==> config.mk <==
export PLATFORM = sky130hd
export DESIGN_NAME = dcmac_link_sequencer
export DESIGN_NICKNAME = d
export VERILOG_FILES = /design/src/rtl/dcmac_link_sequencer.sv
export SDC_FILE = /design/constraint.sdc
export NUM_CORES = 1
export LEC_CHECK = 0
export ABC_AREA = 0
export CAP_MARGIN = 0
export CORE_UTILIZATION = 30
export CTS_CLUSTER_DIAMETER = 60
export DETAILED_ROUTE_END_ITERATION = 10
export PLACE_DENSITY = 0.54
export SLEW_MARGIN = 20
export SYNTH_ARGS = -nofsm -noshare
export SYNTH_HDL_FRONTEND = slang
export SYNTH_SLANG_ARGS = --single-unit
==> constraint.sdc <==
create_clock -name s_axi_clk -period 2.4 [get_ports s_axi_clk]
set_input_delay 0.36 -clock s_axi_clk [delete_from_list [all_inputs] [get_ports s_axi_clk]]
set_output_delay 0.36 -clock s_axi_clk [all_outputs]
set_load 0.02 [all_outputs]
==> src/rtl/dcmac_link_sequencer.sv <==
// GT reset and link bring-up sequencer for the DCMAC datapath: a global reset-all
// FSM gated on power-good, plus one debounce/retry bring-up FSM per MAC port.
module dcmac_link_sequencer #(
  parameter int NUM_PORTS      = 2,
  parameter int LANES_PER_PORT = 4,
  parameter int SYNC_STAGES    = 3,
  parameter int RST_PULSE      = 64,
  parameter int TIMEOUT_CYCLES = 250000,
  parameter int STABLE_CYCLES  = 1024,
  parameter int RETRY_W        = 8
) (
  input  logic                                s_axi_clk,
  input  logic                                reset,
  input  logic                                gtpowergood,
  input  logic [NUM_PORTS*LANES_PER_PORT-1:0] gt_rx_reset_done_in,
  input  logic [NUM_PORTS*LANES_PER_PORT-1:0] gt_tx_reset_done_in,
  input  logic                                user_reset_all,
  input  logic [NUM_PORTS-1:0]                user_reset_rx_datapath,
  output logic                                gt_reset_all_out,
  output logic [NUM_PORTS-1:0]                gt_reset_rx_datapath_out,
  output logic [NUM_PORTS-1:0]                axis_resetn,
  output logic [NUM_PORTS-1:0]                port_up,
  output logic [3*NUM_PORTS-1:0]              port_state,
  output logic [RETRY_W*NUM_PORTS-1:0]        retry_count
);

  localparam int NL = NUM_PORTS * LANES_PER_PORT;
  localparam int TS_MAX = (TIMEOUT_CYCLES > STABLE_CYCLES) ? TIMEOUT_CYCLES : STABLE_CYCLES;
  localparam int PCNT_MAX = (TS_MAX > RST_PULSE) ? TS_MAX : RST_PULSE;
  localparam int PCNT_W = $clog2(PCNT_MAX + 1);
  localparam int GCNT_W = $clog2(RST_PULSE + 1);

  localparam logic [GCNT_W-1:0] G_LAST   = GCNT_W'(RST_PULSE - 1);
  localparam logic [PCNT_W-1:0] RST_LAST = PCNT_W'(RST_PULSE - 1);
  localparam logic [PCNT_W-1:0] TMO_LAST = PCNT_W'(TIMEOUT_CYCLES - 1);
  localparam logic [PCNT_W-1:0] STB_LAST = PCNT_W'(STABLE_CYCLES - 1);

  typedef enum logic [1:0] {
    G_WAIT_PWR  = 2'd0,
    G_RESET_ALL = 2'd1,
    G_RUN       = 2'd2
  } gstate_t;

  typedef enum logic [2:0] {
    P_IDLE   = 3'd0,
    P_RST    = 3'd1,
    P_WAIT   = 3'd2,
    P_STABLE = 3'd3,
    P_UP     = 3'd4
  } pstate_t;

  logic [SYNC_STAGES-1:0]         pg_sync_q, pg_sync_d;
  logic [SYNC_STAGES-1:0][NL-1:0] rx_sync_q, rx_sync_d;
  logic [SYNC_STAGES-1:0][NL-1:0] tx_sync_q, tx_sync_d;
  logic                           pg_s;
  logic [NL-1:0]                  rx_s, tx_s;
  logic [NUM_PORTS-1:0]           ready;

  gstate_t                        gstate_q, gstate_d;
  logic [GCNT_W-1:0]              gcnt_q, gcnt_d;
  logic                           gt_reset_all_q, gt_reset_all_d;
  logic                           run;

  pstate_t                        pstate_q [NUM_PORTS];
  pstate_t                        pstate_d [NUM_PORTS];
  logic [PCNT_W-1:0]              pcnt_q [NUM_PORTS];
  logic [PCNT_W-1:0]              pcnt_d [NUM_PORTS];
  logic [RETRY_W-1:0]             retry_q [NUM_PORTS];
  logic [RETRY_W-1:0]             retry_d [NUM_PORTS];
  logic [NUM_PORTS-1:0]           rstdp_q, rstdp_d;
  logic [NUM_PORTS-1:0]           up_q, up_d;

  // Synchronizer stage: shift each async input in at index 0
  always_comb begin
    pg_sync_d = {pg_sync_q[SYNC_STAGES-2:0], gtpowergood};
    rx_sync_d = {rx_sync_q[SYNC_STAGES-2:0], gt_rx_reset_done_in};
    tx_sync_d = {tx_sync_q[SYNC_STAGES-2:0], gt_tx_reset_done_in};
    pg_s      = pg_sync_q[SYNC_STAGES-1];
    rx_s      = rx_sync_q[SYNC_STAGES-1];
    tx_s      = tx_sync_q[SYNC_STAGES-1];
    for (int p = 0; p < NUM_PORTS; p++) begin
      ready[p] = &(rx_s[p*LANES_PER_PORT +: LANES_PER_PORT] &
                   tx_s[p*LANES_PER_PORT +: LANES_PER_PORT]);
    end
  end

  // Global reset-all FSM; loss of power-good overrides everything
  always_comb begin
    gstate_d = gstate_q;
    gcnt_d   = gcnt_q;
    case (gstate_q)
      G_WAIT_PWR: begin
        if (pg_s) begin
          gstate_d = G_RESET_ALL;
          gcnt_d   = '0;
        end
      end
      G_RESET_ALL: begin
        if (user_reset_all) begin
          gcnt_d = '0;
        end else if (gcnt_q == G_LAST) begin
          gstate_d = G_RUN;
        end else begin
          gcnt_d = gcnt_q + 1'b1;
        end
      end
      G_RUN: begin
        if (user_reset_all) begin
          gstate_d = G_RESET_ALL;
          gcnt_d   = '0;
        end
      end
      default: gstate_d = G_WAIT_PWR;
    endcase
    if (!pg_s) begin
      gstate_d = G_WAIT_PWR;
      gcnt_d   = '0;
    end
    gt_reset_all_d = (gstate_d == G_RESET_ALL);
    run            = (gstate_q == G_RUN);
  end

  // Per-port bring-up FSMs; one counter per port serves pulse, timeout and debounce
  always_comb begin
    pstate_d = pstate_q;
    pcnt_d   = pcnt_q;
    retry_d  = retry_q;
    rstdp_d  = '0;
    up_d     = '0;
    for (int p = 0; p < NUM_PORTS; p++) begin
      case (pstate_q[p])
        P_IDLE: begin
          if (run) begin
            pstate_d[p] = P_WAIT;
            pcnt_d[p]   = '0;
          end
        end
        P_RST: begin
          if (user_reset_rx_datapath[p]) begin
            pcnt_d[p] = '0;
          end else if (pcnt_q[p] == RST_LAST) begin
            pstate_d[p] = P_WAIT;
            pcnt_d[p]   = '0;
          end else begin
            pcnt_d[p] = pcnt_q[p] + 1'b1;
          end
        end
        P_WAIT: begin
          if (user_reset_rx_datapath[p]) begin
            pstate_d[p] = P_RST;
            pcnt_d[p]   = '0;
          end else if (ready[p]) begin
            pstate_d[p] = P_STABLE;
            pcnt_d[p]   = '0;
          end else if (pcnt_q[p] == TMO_LAST) begin
            pstate_d[p] = P_RST;
            pcnt_d[p]   = '0;
            if (retry_q[p] != '1) retry_d[p] = retry_q[p] + 1'b1;
          end else begin
            pcnt_d[p] = pcnt_q[p] + 1'b1;
          end
        end
        P_STABLE: begin
          if (user_reset_rx_datapath[p]) begin
            pstate_d[p] = P_RST;
            pcnt_d[p]   = '0;
          end else if (!ready[p]) begin
            pstate_d[p] = P_WAIT;
            pcnt_d[p]   = '0;
          end else if (pcnt_q[p] == STB_LAST) begin
            pstate_d[p] = P_UP;
          end else begin
            pcnt_d[p] = pcnt_q[p] + 1'b1;
          end
        end
        P_UP: begin
          if (user_reset_rx_datapath[p]) begin
            pstate_d[p] = P_RST;
            pcnt_d[p]   = '0;
          end else if (!ready[p]) begin
            pstate_d[p] = P_WAIT;
            pcnt_d[p]   = '0;
          end
        end
        default: pstate_d[p] = P_IDLE;
      endcase
      if (!run) begin
        pstate_d[p] = P_IDLE;
        pcnt_d[p]   = '0;
      end
      rstdp_d[p] = (pstate_d[p] == P_RST);
      up_d[p]    = (pstate_d[p] == P_UP);
    end
  end

  always_ff @(posedge s_axi_clk) begin
    if (reset) begin
      pg_sync_q      <= '0;
      rx_sync_q      <= '0;
      tx_sync_q      <= '0;
      gstate_q       <= G_WAIT_PWR;
      gcnt_q         <= '0;
      gt_reset_all_q <= 1'b0;
      rstdp_q        <= '0;
      up_q           <= '0;
      for (int p = 0; p < NUM_PORTS; p++) begin
        pstate_q[p] <= P_IDLE;
        pcnt_q[p]   <= '0;
        retry_q[p]  <= '0;
      end
    end else begin
      pg_sync_q      <= pg_sync_d;
      rx_sync_q      <= rx_sync_d;
      tx_sync_q      <= tx_sync_d;
      gstate_q       <= gstate_d;
      gcnt_q         <= gcnt_d;
      gt_reset_all_q <= gt_reset_all_d;
      rstdp_q        <= rstdp_d;
      up_q           <= up_d;
      for (int p = 0; p < NUM_PORTS; p++) begin
        pstate_q[p] <= pstate_d[p];
        pcnt_q[p]   <= pcnt_d[p];
        retry_q[p]  <= retry_d[p];
      end
    end
  end

  always_comb begin
    gt_reset_all_out         = gt_reset_all_q;
    gt_reset_rx_datapath_out = rstdp_q;
    axis_resetn              = up_q;
    port_up                  = up_q;
    for (int p = 0; p < NUM_PORTS; p++) begin
      port_state[3*p +: 3]            = pstate_q[p];
      retry_count[RETRY_W*p +: RETRY_W] = retry_q[p];
    end
  end

endmodule

Word level (Yosys, flattened, before mapping)
Index checks and enable logic that the tools add are counted.

cells by class
  eq/ne operators = 30
  div/mod/pow operators = 0
  multiplexer cells = 55
  reduce and logical (&&, ||, !) cells = 15
  order comparisons = 0
  shifts and indexed selects = 0
  multipliers = 0
  add/sub/neg operators = 5
  bitwise gates (word level) = 8

operator list
  cell                                             number
  two-way mux 18 bit                               20
  case mux 18 bit (5 select lines)                 2
  two-way mux 3 bit                                22
  adder 18 x 1 -> 18 bit, second input constant    2
  == test 18 x 10 -> 1 bit, second input constant  2
  == test 18 bit, second input constant            2
  == test 18 x 6 -> 1 bit, second input constant   2
  case mux 3 bit (5 select lines)                  2
  two-way mux 7 bit                                3
  case mux 7 bit (3 select lines)                  1
  adder 8 x 1 -> 8 bit, second input constant      2
  != test 8 bit, second input constant             2
  == test 3 x 1 -> 1 bit, second input constant    4
  == test 3 x 2 -> 1 bit, second input constant    4
  == test 3 bit, second input constant             4
  AND reduction 5 bit                              2
  nonzero test 5 bit                               2
  != test 3 bit, second input constant             3
  AND reduction 3 bit                              3
  AND 4 bit                                        2
  two-way mux 2 bit                                4
  != test 4 bit, second input constant             2
  AND reduction 4 bit                              2
  adder 7 x 1 -> 7 bit, second input constant      1
  10 further kinds                                 18

word-level totals
  flip-flop bits (word level) = 123
  bits in latches = 0
  output and inout bits = 29
  bits of input ports = 22
  bits in writable memories = 0
  memories = 0
  ROM bits = 0
  word-level logic and storage cells = 131

Depth between registers and ports, before layout
  depth in word-level cells = 7
  gate-level depth with buffers = 9

Worst setup path after synthesis
OpenSTA, ideal clock, no wires.

  path kind = reg2reg
  from = register pcnt_q[18] (netlist bit)
  to = register pcnt_q[21] (netlist bit)
  path buffers = 0
  required time = 2.326 ns
  slack = 0.219 ns
  clock period less this slack = 2.181 ns
  arrival time = 2.107 ns
  library setup time = 0.074 ns
  stages on the path, launching flop included = 8
  path through = dfxtp_1 ha_1 and3_1 nor2b_1 a311o_1 and3_1 or4_1 a31oi_1

on the way
  word-level cells in the longest chain between the ends = 5

ends and longest elaborated chain
  what                                                      RTL line  RTL
  from (decl)                                               66        logic [PCNT_W-1:0] pcnt_q [NUM_PORTS];
  from (signal, indexed assignment)                         222       pcnt_q[p] <= pcnt_d[p];
  adder 18 x 1 -> 18 bit or == test 18 bit (tied branches)  -
  two-way mux 18 bit (on tied branches)                     170, 155
  two-way mux 18 bit (on tied branches)                     167, 152
  two-way mux 18 bit (on tied branches)                     164, 149
  case mux 18 bit (5 select lines)                          131       case (pstate_q[p])

Several ways; a longest one is shown, not always the timed one. The select of a mux whose other input is x is not followed.
A chain may end at the register's enable or synchronous reset.

Worst setup path in the final report
  from = register pcnt_q[0] (netlist bit)
  to = register pcnt_q[6] (netlist bit)

Same word-level chain as after synthesis.

==> impl_table.tex <==
\begin{tabular}{lr}
\hline
Metric & Value \\
\hline
\multicolumn{2}{l}{\textbf{GRT}} \\
Antenna violations before repair & 0 \\
First-pass GRT wire length & 21200 µm \\
Total gr overflow & 0 \\
Total track usage & between 10 and 15\% \\
Largest net degree at the start of global routing & 70 \\
Vias in the first global route & 4432 \\
\multicolumn{2}{l}{\textbf{Clock tree}} \\
Clock tree sinks & 123 \\
Clock H-tree levels & 4 \\
TritonCTS clock tree & built \\
Setup bufs post-CTS & 0 \\
Num CTS Buffers & 17 \\
Maximum number of buffers from clock root to sink & 2 \\
Root cell of the clock tree & sky130\_fd\_sc\_hd\_\_clkbuf\_16 \\
Clock latency of the later-clocked register in the worst-skew pair & between 0.4 and 0.5 ns \\
Clk slew on worst S/H paths & 0.05 ns \\
\multicolumn{2}{l}{\textbf{Timing}} \\
Worst slew pin tran & 0.639 ns \\
Maximum achievable frequency & 0.439 GHz \\
Number of pins exceeding their max-slew limit in the final report & 0 \\
Min Tclk post-route & 2.28 ns \\
Portion of the clock cycle consumed by the worst path in the final layout & 94.8\% \\
Worst clock skew on the final layout & 0.00632 ns \\
Max-slew headroom at the worst pin & 57.4\% \\
Number of endpoints with negative hold slack in the final report & 0 \\
Worst hold slack after final layout & approximately 0.43 ns \\
Finish-stage setup viols & 0 \\
Total Negative Setup Slacks & 0 ns \\
Unrepaired setup endpoints after global routing & no \\
\multicolumn{2}{l}{\textbf{Power}} \\
Post-layout total power & 4.79 mW \\
P per Cell Area & 688 nW/µm² \\
IR Drop Worst-Case VDD & between 0.5 and 0.6 mV \\
Standby leakage power & 2.38 nW \\
\multicolumn{2}{l}{\textbf{Synthesis}} \\
Unique masters post-synth & between 60 and 70 \\
Sequential element share of the synthesized area & roughly 46\% \\
Dominant synthesized flop cell & sky130\_fd\_sc\_hd\_\_dfxtp\_1 \\
Synth Instances & 616 \\
Number of enable-type register cells in the synthesized netlist & 0 \\
Yosys warning total & 0 \\
Most common library cells after synthesis & sky130\_fd\_sc\_hd\_\_dfxtp\_1 (123), sky130\_fd\_sc\_hd\_\_nor2\_1 (58), sky130\_fd\_sc\_hd\_\_nor2b\_1 (57), sky130\_fd\_sc\_hd\_\_nand3\_1 (48), sky130\_fd\_sc\_hd\_\_nand2\_1 (46) \\
Mean cell area of the mapped netlist & 8.70 µm² \\
Most common cell in the synthesized netlist & sky130\_fd\_sc\_hd\_\_dfxtp\_1 \\
Synthesized cell area & 5360 µm² \\
Top cell type by total area after synthesis & sky130\_fd\_sc\_hd\_\_dfxtp\_1 \\
Number of flip-flops and latches in the synthesized netlist & between 100 and 150 \\
Nets in the synthesized netlist & roughly 640 \\
Async set or reset register ratio after synthesis & 0\% \\
Post-synth top area share & between 40 and 50\% \\
Biggest area contributors in the synthesized netlist & sky130\_fd\_sc\_hd\_\_dfxtp\_1 (46\%), sky130\_fd\_sc\_hd\_\_nor2b\_1 (6.7\%), sky130\_fd\_sc\_hd\_\_nand3\_1 (4.5\%) \\
\multicolumn{2}{l}{\textbf{Floorplanning}} \\
Core area & 17400 µm² \\
Die Ht & 136 µm \\
Standard-cell rows & 48 \\
Chip Width & 136 µm \\
Count of pins on the block boundary & 51 \\
Die Area & about 18000 µm² \\
Effective utilization at floorplan & 30.9\% \\
\multicolumn{2}{l}{\textbf{Route}} \\
Total Wirelength & 12500 µm \\
Post-detailed-route via-to-cell ratio & between 5 and 6 \\
Number of DRC violations after detailed-routing iteration 0 & roughly 280 \\
TritonRoute pass-1 iters & 5 \\
Routed via count & 4696 \\
DRC errors left & 0 \\
Post-detailed-route wirelength per cell & $\sim$13 µm \\
Count of nets left with antenna violations after detail routing & 0 \\
\multicolumn{2}{l}{\textbf{Run}} \\
Max\_cap viols & 0 \\
\multicolumn{2}{l}{\textbf{Setup path}} \\
Critical path type & reg2reg \\
Worst-path fanout max & 12 \\
Worst endpoint data arrival time & 2.61 ns \\
Worst setup EP type & register \\
Kind of launch point of the worst setup path & register \\
Critical Path RT & 2.74 ns \\
\multicolumn{2}{l}{\textbf{Cells and area}} \\
Proportion of layout cells with a drive suffix above 1 & 13.5\% \\
Growth of design area from synthesis to finish & 30.0\% \\
Post-route cell area & 6960 µm² \\
Fin nets & 726 \\
Layout Utilization & 40.1\% \\
Diodes inserted & 0 \\
\multicolumn{2}{l}{\textbf{Placed design}} \\
Port bufs & 50 \\
Detail Placement HPWL & just under 9000 µm \\
Routability Congestion & just under 0.9 \\
Area after DPL & 6330 µm² \\
\multicolumn{2}{l}{\textbf{Status}} \\
Outcome & finished, final reports clean \\
\multicolumn{2}{l}{\textbf{Worst hold path}} \\
Worst min-delay path class & reg2reg \\
\hline
\end{tabular}
routing by layer:
layer	GRT usage, %	share of wire (%)	vias to the layer above
li1	-	-	2366
met1	18.9	49	2206
met2	22.7	46	109
met3	3.93	4.1	15
met4	5.56	1.3	0
met5	0	0	-
critical path: stages, from the launching register on:
cell	delay, ns
sky130_fd_sc_hd__dfxtp_1	0.34
sky130_fd_sc_hd__ha_1	0.24
sky130_fd_sc_hd__and3_2	0.26
sky130_fd_sc_hd__and2_1	0.16
sky130_fd_sc_hd__a2111oi_1	0.42
sky130_fd_sc_hd__o31a_1	0.28
sky130_fd_sc_hd__buf_4	0.22
sky130_fd_sc_hd__nand4b_1	0.11
sky130_fd_sc_hd__a31oi_1	0.17
path summary, 6_finish.rpt:
check | startpoint | to | slack (ns) | cells after the start
max | pcnt_q[0] | pcnt_q[6] | 0.12 | 8
max reg2reg | pcnt_q[0] | pcnt_q[6] | 0.12 | 8
min | gcnt_q[6] | gcnt_q[6] | 0.43 | 2
min reg2reg | gcnt_q[6] | gcnt_q[6] | 0.43 | 2
metrics by stage:
stage	worst slack [ns]	instances
floorplan	0.219	616
global route	0.0277	936
CTS	0.0462	936
detailed placement	0.0524	905
global placement	0.0610	905
finish	0.124	936
layout make-up:
type                    count  area, µm²
clock buffers              21        470
clock inverters            10        141
fillers                  1699      10400
inverters                  10       37.5
multi-input cells         451       2730
flip-flops and latches    123       2460
well taps                 225        282
repair buffers             96        841
flip-flops by register name (all words and copies together), names as in the netlist:
| register | flops |
|---|---|
| gt_reset_rx_datapath_out | 2 |
| tx_sync_d | 16 |
| gcnt_q | 7 |
| rx_s | 8 |
| retry_count | 16 |
| gstate_q | 2 |
| gt_reset_all_out | 1 |
| pcnt_q | 36 |
| rx_sync_d | 16 |
| tx_s | 8 |
| axis_resetn | 2 |
| pg_sync_q | 3 |
| port_state | 6 |
power by group:
group	internal, mW	switching [mW]
combinational	0.0533	0.0355
clock	1.71	0.907
sequential	2.08	0.00689
total	3.84	0.950
cells in the final DEF, fill, tap and decap left out, types with 15 or more instances in the layout:
master                            Yosys  final
sky130_fd_sc_hd__dfxtp_1            123    123
sky130_fd_sc_hd__nand4_1             20     20
sky130_fd_sc_hd__nand3_1             48     48
sky130_fd_sc_hd__a21oi_1             21     21
sky130_fd_sc_hd__a31oi_1             18     18
sky130_fd_sc_hd__nor3_1              16     16
sky130_fd_sc_hd__clkbuf_16            0     17
sky130_fd_sc_hd__o21ai_0             17     16
sky130_fd_sc_hd__nand2_1             46     46
sky130_fd_sc_hd__buf_4                2     46
sky130_fd_sc_hd__clkdlybuf4s50_1      0     49
sky130_fd_sc_hd__nor2b_1             57     57
sky130_fd_sc_hd__nor2_1              58     58
sky130_fd_sc_hd__xor2_1              15     15
timing repair:
action | 4_1_cts | 5_1_grt
hold buffers | 0 | 0
gates resized for setup | 0 | 9
endpoints found under the setup margin | 0 | 25
kinds of logic after synthesis:
group           synth area share [%]
buf+inv                         3.53
xor+xnor                        4.41
mux                            0.374
simple gates                    32.6
flops                           46.0
fa+ha+maj                       1.17
compound gates                  12.0
No activity file was read; power rests on OpenSTA's default activity.
